$ cat src/rtl/zwait_sched.sv
// zwait_sched: Z80 wait-source sequencer.
// Synchronises per-source wait flags into fclk, grants one source at a time
// (round-robin), handshakes with the service agent, and issues a single
// registered wait_end pulse per service. A saturating counter bounds the time
// spent in GRANT+SERVE and, separately, in DRAIN so the Z80 can never hang.
module zwait_sched #(
    parameter int                 NSRC    = 7,
    parameter int                 TMO_W   = 16,
    parameter logic [TMO_W-1:0]   TMO_MAX = 16'hFFFF
) (
    input  logic            fclk,
    input  logic            rst_n,
    input  logic [NSRC-1:0] waits_in,
    input  logic            svc_ack,
    input  logic            svc_done,
    input  logic            err_clr,
    output logic            grant_vld,
    output logic [2:0]      grant_id,
    output logic            wait_end,
    output logic            busy,
    output logic            tmo_err,
    output logic [NSRC-1:0] dropped
);

    typedef enum logic [2:0] {
        S_IDLE,
        S_GRANT,
        S_SERVE,
        S_RELEASE,
        S_DRAIN
    } state_t;

    // Counter value seen in the last allowed cycle; the transition taken in
    // that cycle lands exactly TMO_MAX cycles after entering the state group.
    localparam logic [TMO_W-1:0] TMO_LAST = TMO_MAX - 1'b1;
    localparam logic [2:0]       LAST_ID  = 3'(NSRC - 1);

    state_t             r_state, w_nxt;
    logic [NSRC-1:0]    r_meta, r_ws;
    logic [2:0]         r_gid, r_rr_ptr, w_pick, w_idx;
    logic               w_found;
    logic [TMO_W-1:0]   r_cnt;
    logic               w_hit, w_tmo_set, w_latch;
    logic               r_wait_end, r_tmo_err;
    logic [NSRC-1:0]    r_dropped, w_gmask, w_drop_set;

    // Two-flop synchroniser; the FSM only ever looks at r_ws.
    always_ff @(posedge fclk or negedge rst_n) begin
        if (!rst_n) begin
            r_meta <= '0;
            r_ws   <= '0;
        end else begin
            r_meta <= waits_in;
            r_ws   <= r_meta;
        end
    end

    // Round-robin pick: first set bit of r_ws scanning up from r_rr_ptr, with wrap.
    always_comb begin
        w_found = 1'b0;
        w_pick  = '0;
        w_idx   = '0;
        for (int i = 0; i < NSRC; i++) begin
            if (int'(r_rr_ptr) + i >= NSRC)
                w_idx = 3'(int'(r_rr_ptr) + i - NSRC);
            else
                w_idx = 3'(int'(r_rr_ptr) + i);
            if (!w_found && r_ws[w_idx]) begin
                w_found = 1'b1;
                w_pick  = w_idx;
            end
        end
    end

    assign w_hit = (r_cnt >= TMO_LAST);

    // FSM state register.
    always_ff @(posedge fclk or negedge rst_n) begin
        if (!rst_n) r_state <= S_IDLE;
        else        r_state <= w_nxt;
    end

    // Next-state logic. In GRANT, done/timeout release outranks a vanished
    // source, which in turn outranks an ack.
    always_comb begin
        w_nxt     = r_state;
        w_tmo_set = 1'b0;
        w_latch   = 1'b0;
        case (r_state)
            S_IDLE: begin
                if (w_found) begin
                    w_nxt   = S_GRANT;
                    w_latch = 1'b1;
                end
            end
            S_GRANT: begin
                w_tmo_set = w_hit;
                if (svc_done || w_hit)  w_nxt = S_RELEASE;
                else if (!r_ws[r_gid])  w_nxt = S_IDLE;
                else if (svc_ack)       w_nxt = S_SERVE;
            end
            S_SERVE: begin
                w_tmo_set = w_hit;
                if (svc_done || w_hit)  w_nxt = S_RELEASE;
            end
            S_RELEASE: w_nxt = S_DRAIN;
            S_DRAIN: begin
                if (r_ws == '0) begin
                    w_nxt = S_IDLE;
                end else if (w_hit) begin
                    w_nxt     = S_IDLE;
                    w_tmo_set = 1'b1;
                end
            end
            default: w_nxt = S_IDLE;
        endcase
    end

    // Timeout counter: zeroed in IDLE/RELEASE, counts elsewhere, saturates.
    always_ff @(posedge fclk or negedge rst_n) begin
        if (!rst_n)
            r_cnt <= '0;
        else if (r_state == S_IDLE || r_state == S_RELEASE)
            r_cnt <= '0;
        else if (r_cnt != TMO_MAX)
            r_cnt <= r_cnt + 1'b1;
    end

    // Grant index latched on grant; round-robin pointer advances on release only.
    always_ff @(posedge fclk or negedge rst_n) begin
        if (!rst_n) begin
            r_gid    <= '0;
            r_rr_ptr <= '0;
        end else begin
            if (w_latch)
                r_gid <= w_pick;
            if (r_state == S_RELEASE)
                r_rr_ptr <= (r_gid == LAST_ID) ? 3'd0 : r_gid + 3'd1;
        end
    end

    // Sources still pending at release, other than the one just serviced.
    always_comb begin
        w_gmask        = '0;
        w_gmask[r_gid] = 1'b1;
        w_drop_set     = (r_state == S_RELEASE) ? (r_ws & ~w_gmask) : '0;
    end

    // Sticky status and registered release pulse; a same-cycle set beats err_clr.
    always_ff @(posedge fclk or negedge rst_n) begin
        if (!rst_n) begin
            r_wait_end <= 1'b0;
            r_tmo_err  <= 1'b0;
            r_dropped  <= '0;
        end else begin
            r_wait_end <= (w_nxt == S_RELEASE);
            r_tmo_err  <= w_tmo_set | (r_tmo_err & ~err_clr);
            r_dropped  <= (err_clr ? '0 : r_dropped) | w_drop_set;
        end
    end

    assign grant_vld = (r_state == S_GRANT) || (r_state == S_SERVE);
    assign busy      = (r_state != S_IDLE);
    assign grant_id  = r_gid;
    assign wait_end  = r_wait_end;
    assign tmo_err   = r_tmo_err;
    assign dropped   = r_dropped;

endmodule

$ cat config.mk
export PLATFORM = sky130hd
export DESIGN_NAME = zwait_sched
export DESIGN_NICKNAME = d
export VERILOG_FILES = /design/src/rtl/zwait_sched.sv
export SDC_FILE = /design/constraint.sdc
export NUM_CORES = 1
export LEC_CHECK = 0
export ABC_AREA = 1
export BUFFER_PORTS_ARGS = -buffer_cell sky130_fd_sc_hd__buf_2
export CORE_MARGIN = 5
export CORE_UTILIZATION = 55
export DETAILED_ROUTE_END_ITERATION = 12
export PLACE_DENSITY = 0.78
export RECOVER_POWER = 25
export SYNTH_ARGS = -nofsm -noshare
export SYNTH_HDL_FRONTEND = slang
export SYNTH_SLANG_ARGS = --single-unit
$ cat constraint.sdc
create_clock -name fclk -period 4.5 [get_ports fclk]
set_input_delay 0.9 -clock fclk [delete_from_list [all_inputs] [get_ports fclk]]
set_output_delay 0.9 -clock fclk [all_outputs]
set_load 0.1 [all_outputs]
# --- Word level (Yosys, flattened, before mapping) ---
# Index checks and enable logic that the tools add are counted.
word_totals:
  romBits: 0
  input_bits: 12
  ramBits: 0
  reg_bits: 48
  mem_count: 0
  latch_bits: 0
  word_cells: 132
op_classes:
  addsub: 15
  multipliers: 0
  reduce_logical: 21
  n_lt_le_gt_ge: 17
  mux: 57
  shifts: 0
  bitwise_logic: 6
  div: 0
  eq_ne: 7
op_table:
  columns: ["operator", "count"]
  rows:
  - ["3-bit two-way mux", 22]
  - ["3-bit by 4-bit < comparator with 1-bit output (second input constant)", 8]
  - ["16-bit two-way mux", 2]
  - ["1-bit binary-select mux with 3-bit select", 8]
  - ["4-bit by 3-bit >= comparator with 1-bit output (second input constant)", 6]
  - ["1-bit two-way mux", 20]
  - ["3-bit by 1-bit subtractor with 3-bit output (second input constant)", 6]
  - ["16-bit by 1-bit adder with 16-bit output (second input constant)", 1]
  - ["16-bit >= comparator (second input constant)", 1]
  - ["16-bit inequality test (second input constant)", 1]
  - ["3-bit case mux with 5 select lines", 1]
  - ["7-bit two-way mux", 2]
  - ["3-bit by 3-bit adder with 4-bit output (second input constant)", 3]
  - ["3-bit by 2-bit == test with 1-bit output (second input constant)", 3]
  - ["3-bit by 2-bit adder with 4-bit output (second input constant)", 2]
  - ["7-bit bitwise AND", 1]
  - ["1-bit logical AND", 7]
  - ["7-bit zero test", 1]
  - ["7-bit NOT", 1]
  - ["7-bit bitwise OR", 1]
  - ["3-bit == test (second input constant)", 2]
  - ["1-bit zero test", 6]
  - ["3-bit by 1-bit adder with 4-bit output (second input constant)", 1]
  - ["3-bit by 1-bit adder with 3-bit output (second input constant)", 1]
  - ["other kinds (14)", 16]

# --- Depth between registers and ports, before layout ---
# Gate-level depths: netlist of the first run.
logic_depth:
  ltp_word: 26
  depth_mapped: 20
  mapped_depth_nobuf: 20

# --- Worst setup path before layout of the first run ---
# OpenSTA, ideal clock, no wires.
synth_path:
  path_kind: "flip-flop to flip-flop"
  startpoint: "reg r_rr_ptr[1]"
  endpoint: "reg r_gid[2], in the netlist grant_id[2]"
  arrival_ns: 2.769
  setup_ns: 0.120
  n_path_buf: 0
  path_slack_ns: 1.610
  stages_incl_launch_ff: 19
  period_less_slack_ns: 2.890
  t_required_ns: 4.380
  cell_sequence: "dfrtp_1 -> inv_1 -> ha_1 -> inv_1 -> fa_1 -> o21ai_0 -> inv_1 -> nand3_1 -> nand3b_1 -> nand2_1 -> inv_1 -> nor2_8 -> nand3_4 -> nor2_4 -> inv_4 -> nor2_1 -> nor2_1 -> nand2_1 -> nand2_1"
synth_between:
  elab_chain_cells: 25
  word_cells_on_any_way: 69
  cone_classes: "13 x add/sub; 7 x order compare; 37 x mux; 12 x reduce/logical"
synth_rtl:
  columns: ["element", "line_no", "source"]
  rows:
  - ["from (decl)", "40", "logic [2:0] r_gid, r_rr_ptr, w_pick, w_idx;"]
  - ["from (signal assigned)", "138", "r_rr_ptr <= (r_gid == LAST_ID) ? 3'd0 : r_gid + 3'd1;"]
  - ["parallel branches: the longest is 25 deep, another holds 3-bit by 1-bit adder with 4-bit output", null, null]
  - ["to (signal assigned)", "136", "r_gid <= w_pick;"]
  - ["to (decl)", "40", null]
# Parallel ways; which one is timed is not known. The select of a mux whose other input is x is not followed.
# A chain may end at the register's enable or synchronous reset.

# --- Worst setup path after layout of the first run ---
layout_path:
  startpoint: "reg r_rr_ptr[1]"
  endpoint: "reg r_gid[1], in the netlist grant_id[1]"
# The elaborated chain is that of the path after synthesis.

==> results of run 1 <==
==> per-stage QoR <==
step                hold slack (ps)  setup WS (ps)  utilization, %  instance area (sq um)  std cells
CTS                             341           1190            61.0                   3870        625
global route                    359            928            60.9                   3870        625
finish                          340           1180            60.9                   3870        625
floorplan                       331           1610               -                   3600        521
detailed placement              336           1220            59.5                   3780        617
global placement                334           1280            59.5                   3780        617
==> final cells by class <==
cell class                      count  area, sq um  share of cell area [%]
Tap cell                           77         96.3                    2.49
Timing Repair Buffer               25          124                    3.20
Sequential cell                    48         1200                    31.0
Inverter                           75          284                    7.34
Multi-Input combinational cell    392         2070                    53.4
Clock inverter                      2         15.0                   0.388
Clock buffer                        6         82.6                    2.13
==> critical path, stage by stage (launching register included) <==
cell	delay, ps
sky130_fd_sc_hd__dfrtp_1	500
sky130_fd_sc_hd__inv_1	330
sky130_fd_sc_hd__ha_1	240
sky130_fd_sc_hd__inv_1	50
sky130_fd_sc_hd__fa_1	570
sky130_fd_sc_hd__o21ai_0	410
sky130_fd_sc_hd__nand3_1	140
sky130_fd_sc_hd__nand2_1	100
sky130_fd_sc_hd__inv_1	130
sky130_fd_sc_hd__nor2_8	180
sky130_fd_sc_hd__nand3_4	100
sky130_fd_sc_hd__nor2_4	140
sky130_fd_sc_hd__inv_4	50
sky130_fd_sc_hd__nor2_1	80
sky130_fd_sc_hd__nor2_1	70
sky130_fd_sc_hd__nand2_1	70
sky130_fd_sc_hd__nand2_1	50
==> routing by layer <==
layer | up-vias | track usage, % | wire [um]
met5 | - | 0 | 0
met4 | 0 | 9.05 | 262
met3 | 21 | 3.50 | 559
met2 | 119 | 38.4 | 4430
met1 | 1636 | 27.1 | 3810
li1 | 1758 | - | -
==> cell families after synthesis <==
logic type                 synth area share [%]
and+or+nand+nor                            40.2
buffers and inverters                      9.01
AOI/OAI and AO/OA                          10.9
DFF                                        33.4
adders and majority gates                  5.78
xor gates and xnor gates                  0.731
==> layout by cell type, fill, tap and decap left out, types with 8 or more instances in the layout <==
| cell type | instances |
|---|---|
| sky130_fd_sc_hd__ha_1 | 15 |
| sky130_fd_sc_hd__nand2_1 | 147 |
| sky130_fd_sc_hd__nand3_1 | 69 |
| sky130_fd_sc_hd__a21oi_1 | 8 |
| sky130_fd_sc_hd__o21ai_0 | 30 |
| sky130_fd_sc_hd__buf_2 | 24 |
| sky130_fd_sc_hd__nand2_2 | 9 |
| sky130_fd_sc_hd__dfrtp_1 | 48 |
| sky130_fd_sc_hd__nand4_1 | 9 |
| sky130_fd_sc_hd__nor3_1 | 13 |
| sky130_fd_sc_hd__nor2_1 | 46 |
| sky130_fd_sc_hd__inv_1 | 70 |
==> how the worst max path moves through the flow <==
stage | startpoint | end | slack (ps) | cells past startpoint
after floorplan | r_rr_ptr[1]$_DFFE_PN0P_ | grant_id[2]$_DFFE_PN0P_ | 1610 | 18
after global placement | r_rr_ptr[1]$_DFFE_PN0P_ | grant_id[2]$_DFFE_PN0P_ | 1280 | 16
after detailed placement | r_rr_ptr[1]$_DFFE_PN0P_ | r_state[0]$_DFF_PN0_ | 1220 | 14
after CTS | r_rr_ptr[1]$_DFFE_PN0P_ | grant_id[1]$_DFFE_PN0P_ | 1190 | 16
after global routing | r_rr_ptr[0]$_DFFE_PN0P_ | grant_id[2]$_DFFE_PN0P_ | 930 | 17
final | r_rr_ptr[1]$_DFFE_PN0P_ | grant_id[1]$_DFFE_PN0P_ | 1180 | 16
==> flip-flops by register name, summed over array words and instances, names as in the netlist <==
register and flops:
r_ws 7, r_rr_ptr 3, r_cnt 16, dropped 7
tmo_err 1, r_meta 7, r_state 3, wait_end 1
grant_id 3
==> cells in the mapped netlist (3+ instances only) <==
library cell,count
sky130_fd_sc_hd__nand2_1,147
sky130_fd_sc_hd__inv_1,69
sky130_fd_sc_hd__nand3_1,69
sky130_fd_sc_hd__dfrtp_1,48
sky130_fd_sc_hd__nor2_1,46
sky130_fd_sc_hd__o21ai_0,30
sky130_fd_sc_hd__ha_1,15
sky130_fd_sc_hd__nor3_1,12
sky130_fd_sc_hd__nand2_2,9
sky130_fd_sc_hd__nand4_1,9
sky130_fd_sc_hd__a21oi_1,8
sky130_fd_sc_hd__inv_2,5
sky130_fd_sc_hd__o32ai_1,5
sky130_fd_sc_hd__nand3b_1,4
sky130_fd_sc_hd__nor4_1,4
sky130_fd_sc_hd__o211ai_1,4
sky130_fd_sc_hd__nand2_4,3
==> impl_metrics.py, run 1 <==
metrics = {
    "status": {
        "run_status": "complete, but fails checks",
        "failed_checks": "max-capacitance violations, max-slew violations",
    },
    "clock_tree": {
        "cts_setup_buffers": 0,
        "cts_buffer_count": 5,
        "tritoncts_num_sinks": 48,
        "cts_buffer_depth": 2,
        "postCtsHoldBufs": 0,
        "clk-insertion-delay-late_ps": 300,
        "cts.clk_slew.worst_paths_ps": 90,
        "post_cts_resize_count": 0,
        "library_cell_used_as_clock_root_buffer": "sky130_fd_sc_hd__clkbuf_8",
        "tritoncts": "yes",
        "clock_tree.htree_level_count": 2,
    },
    "route": {
        "detail_route.first_pass.iterations": 5,
        "routed-via-count": 3534,
        "drt-vias-per-instance": 5.65,
        "route.antenna.remaining_nets": 0,
        "routedWlPerCell_um": 14.5,
        "detail_route.iter0.violations": 326,
        "route.detailed.drc": 0,
        "routed_wirelength_mm": 9.06,
    },
    "worst_setup_path": {
        "critPathKind": "reg2reg",
        "cp_max_fo": 10,
        "critPathArrivalTime_ps": 3510,
        "end_kind": "register",
        "crit_path_start_kind": "register",
        "rrSetupSlack_ps": 1180,
        "cp.required_ps": 4690,
        "reg2regPathDepth": 16,
        "rr_startpoint": "r_rr_ptr[1]$_DFFE_PN0P_",
        "worstReg2RegEnd": "grant_id[1]$_DFFE_PN0P_",
    },
    "floorplan": {
        "chipHeight_um": 90.9,
        "floorplan.initialDensity_pct": 56.6,
        "rows": 29,
        "die_w_um": 90.9,
        "io_pins": 26,
        "standard_cell_core_area_sq_um": 6350,
        "fp.dieArea_sq_um": 8260,
    },
    "worst_hold_path": {
        "whs_path_depth": 0,
        "worstHoldPathType": "reg2reg",
        "hold_start": "r_meta[1]$_DFF_PN0_",
        "worst_hold_path.endpoint": "r_ws[1]$_DFF_PN0_",
    },
    "logic_synthesis": {
        "synth.avg_cell_area_sq_um": 6.90,
        "syn_area_sq_um": 3600,
        "synth_top_area_cell": "sky130_fd_sc_hd__dfrtp_1",
        "ys.flop_type": "sky130_fd_sc_hd__dfrtp_1",
        "synth_fp_nets": 549,
        "yosys-top-cells-area": "sky130_fd_sc_hd__dfrtp_1, sky130_fd_sc_hd__nand2_1, sky130_fd_sc_hd__nand3_1",
        "synth-edff-count": 0,
        "synth.ff_latch_count": 48,
        "asyncSetResetFlopFracSynth_pct": 100,
        "synth_seq_area_share_pct": 33.4,
        "gate_count_after_technology_mapping": 521,
        "synthDominantCellAreaShare_pct": 33.4,
        "post_synth_num_cell_types": 43,
        "synth-warning-count": 0,
    },
    "grt": {
        "first_pass_grt_wire_length_mm": 15.2,
        "grt.total_usage_pct": 22.1,
        "grt_overflow_total": 0,
        "initial_antenna_violation_count": 0,
        "first_global_vias": 3382,
        "grt_max_degree": 49,
    },
    "cells_and_area": {
        "antenna_cells": 0,
        "layout-drive-gt1-share_pct": 10.8,
        "areaGrowthSynthToFinish_pct": 7.59,
        "num-fill-cells": 601,
        "nNetsFinal": 575,
    },
    "sta": {
        "setup-violations-final": 0,
        "period_minus_slack_ps": 3320,
        "slew_headroom_pct": -67.1,
        "final-max-slew-violation-count": 49,
        "fmaxAchievable_mhz": 302,
        "setup_repair_after_global_routing_missed_its_margin": "false",
        "skew_ps": 12.7,
        "worst-slew-pin-transition_ps": 2510,
        "min_period_over_period_pct": 73.7,
        "setup_tns_ps": 0,
        "final_hold_viol_count": 0,
    },
    "placed_design": {
        "dpl.hpwl_mm": 6.96,
        "place_congestion": 0.972,
        "place.port_buffers": 25,
    },
    "run": {
        "timing.max_cap.violations": 1,
    },
}
Power of run 1 is left out: the tool's default activity adds up to more than one toggle a clock period on the data nets, which glitch-free logic cannot reach.
==> inputs of run 2 (changes only) <==
PLACE_DENSITY = 0.81   (was 0.78)
clock period = 2.8 ns   (was 4.5 ns; I/O delays follow)
==> impl_metrics.py, run 2 (synthesized netlist as in run 1, its figures left out) <==
metrics = {
    "status": {
        "run_status": "completed",
    },
    "clock_tree": {
        "tritoncts": "yes",
        "tritoncts_num_sinks": 48,
        "library_cell_used_as_clock_root_buffer": "sky130_fd_sc_hd__clkbuf_8",
        "postCtsHoldBufs": 0,
        "cts_buffer_depth": 2,
        "clk-insertion-delay-late_ps": 300,
        "clock_tree.htree_level_count": 2,
        "cts_buffer_count": 5,
        "cts.clk_slew.worst_paths_ps": 90,
    },
    "route": {
        "detail_route.iter0.violations": 345,
        "routed_wirelength_mm": 9.75,
        "route.antenna.remaining_nets": 0,
        "route.detailed.drc": 0,
        "routedWlPerCell_um": 14.9,
        "detail_route.first_pass.iterations": 7,
        "routed-via-count": 3763,
        "drt-vias-per-instance": 5.74,
    },
    "floorplan": {
        "standard_cell_core_area_sq_um": 6350,
        "die_w_um": 90.9,
        "fp.dieArea_sq_um": 8260,
        "chipHeight_um": 90.9,
        "rows": 29,
        "floorplan.initialDensity_pct": 56.6,
        "io_pins": 26,
    },
    "grt": {
        "first_global_vias": 3470,
        "grt_max_degree": 29,
        "grt_overflow_total": 0,
        "first_pass_grt_wire_length_mm": 15.8,
        "initial_antenna_violation_count": 0,
        "grt.total_usage_pct": 23.1,
    },
    "worst_setup_path": {
        "critPathArrivalTime_ps": 2890,
        "critical_path_depth": 19,
        "cp_max_fo": 4,
        "rrSetupSlack_ps": 100,
        "cp_num_buf_inv": 3,
        "rr_startpoint": "r_rr_ptr[0]$_DFFE_PN0P_",
        "cp.required_ps": 2990,
        "critPathKind": "reg2reg",
        "worstReg2RegEnd": "grant_id[2]$_DFFE_PN0P_",
        "reg2regPathDepth": 19,
        "peak_per_stage_delay_on_the_critical_path_ps": 430,
        "critical_path.slowest_cell": "sky130_fd_sc_hd__dfrtp_1",
        "critPathTopFamily": "simple AND/OR/NAND/NOR gates",
        "end_kind": "register",
        "critPathLaunch": "r_rr_ptr[0]$_DFFE_PN0P_",
        "crit_path_start_kind": "register",
        "path_cells": "buf_4 > ha_2 > ha_4 > nand2_2 > nand3_4 > buf_4 > nand3_1 > nand3_2 > nand3_2 > nand2_4 > nand2_4 > nor2_8 > nand3_4 > nor2_4 > inv_4 > nor2_1 > nor2_2 > nand2_1 > nand2_1",
        "worstSetupEndpoint": "grant_id[2]$_DFFE_PN0P_",
    },
    "placed_design": {
        "placedInstanceArea_sq_um": 3910,
        "dpl.hpwl_mm": 7.31,
        "place.port_buffers": 25,
        "place_congestion": 0.977,
    },
    "cells_and_area": {
        "antenna_cells": 0,
        "final_cell_mix": "sky130_fd_sc_hd__nand2_1, sky130_fd_sc_hd__inv_1, sky130_fd_sc_hd__nand3_1, sky130_fd_sc_hd__dfrtp_1, sky130_fd_sc_hd__nor2_1",
        "areaGrowthSynthToFinish_pct": 16.8,
        "nNetsFinal": 607,
        "most_common_cell_after_layout_fill_and_taps_aside": "sky130_fd_sc_hd__nand2_1",
        "registers.top_by_ff_count": "r_cnt",
        "post-route-cell-area_sq_um": 4200,
        "num-fill-cells": 526,
        "layout-drive-gt1-share_pct": 20.6,
        "largest_reg_flops": 16,
    },
    "worst_hold_path": {
        "hold_start": "r_meta[0]$_DFF_PN0_",
        "worstHoldPathType": "reg2reg",
    },
    "sta": {
        "period_minus_slack_ps": 2700,
        "setup-violations-final": 0,
        "fmaxAchievable_mhz": 370,
        "skew_ps": 9.64,
        "min_period_over_period_pct": 96.5,
        "final-max-slew-violation-count": 0,
        "final_hold_viol_count": 0,
        "slew_headroom_pct": 3.71,
        "worst-slew-pin-transition_ps": 1440,
    },
    "run": {
        "timing.max_cap.violations": 0,
    },
}
## run 2: cell types whose count changed in the layout (fill, tap and decap cells not counted), moves of 6 or more
cell                      before  now
sky130_fd_sc_hd__buf_4         0   31
sky130_fd_sc_hd__nand2_1     147  138
sky130_fd_sc_hd__nand2_2       9   17
sky130_fd_sc_hd__nand3_1      69   61
sky130_fd_sc_hd__nand3_2       2    9
sky130_fd_sc_hd__o21ai_0      30   24
## run 2: area by class of cell
class                   instances  area (sq um)  share of cell area, %
well taps                      77          96.3                   2.29
clock inverters                 1          5.00                  0.119
clock buffers                   6          72.6                   1.73
multi-input cells             392          2170                   51.8
inverters                      75           284                   6.76
flip-flops and latches         48          1200                   28.6
repair buffers                 57           368                   8.76
## run 2: routing by layer
layer | global-route usage [%] | vias up | routed length [um]
met1 | 28.0 | 1729 | 3950
li1 | - | 1826 | -
met5 | 0 | - | 0
met2 | 40.7 | 160 | 4730
met4 | 10.0 | 0 | 493
met3 | 3.17 | 48 | 571
## run 2: worst min path at each step
stage / to / slack, ps / cells after the start
global placement: r_ws[0]$_DFF_PN0_ / 330 / 0
CTS: r_state[1]$_DFF_PN0_ / 280 / 1
finish: r_ws[0]$_DFF_PN0_ / 350 / 0
global route: r_meta[5]$_DFF_PN0_ / 360 / 1
floorplan: dropped[0]$_DFF_PN0_ / 260 / 0
detailed placement: r_ws[0]$_DFF_PN0_ / 340 / 0
## run 2: through the flow
stage | cells | worst slack (ps) | hold slack (ps) | utilization (%) | TNS, ps
after floorplan | 521 | 10.6 | 264 | - | 0
after global placement | 634 | 97.3 | 334 | 61.5 | 0
after detailed placement | 634 | -48.4 | 339 | 61.5 | -138
after CTS | 641 | 43.3 | 277 | 62.7 | 0
after global routing | 656 | -114 | 358 | 66.2 | -301
final | 656 | 98.4 | 354 | 66.2 | 0
## run 2: what timing repair did
action | 4_1_cts | 5_1_grt
setup endpoints to repair | 4 | 4
resized for setup | 1 | 35
setup buffers | 0 | 15
pin swaps | 0 | 10
## run 2: worst register-to-register path, cell delays in order (launching register included)
cell and delay (ps):
sky130_fd_sc_hd__dfrtp_1 430, sky130_fd_sc_hd__buf_4 160, sky130_fd_sc_hd__ha_2 200, sky130_fd_sc_hd__ha_4 270, sky130_fd_sc_hd__nand2_2 90, sky130_fd_sc_hd__nand3_4 110, sky130_fd_sc_hd__buf_4 120, sky130_fd_sc_hd__nand3_1 100
sky130_fd_sc_hd__nand3_2 120, sky130_fd_sc_hd__nand3_2 110, sky130_fd_sc_hd__nand2_4 110, sky130_fd_sc_hd__nand2_4 70, sky130_fd_sc_hd__nor2_8 130, sky130_fd_sc_hd__nand3_4 90, sky130_fd_sc_hd__nor2_4 160, sky130_fd_sc_hd__inv_4 50
sky130_fd_sc_hd__nor2_1 110, sky130_fd_sc_hd__nor2_2 60, sky130_fd_sc_hd__nand2_1 70, sky130_fd_sc_hd__nand2_1 50
Power of run 2 is left out for the same reason.
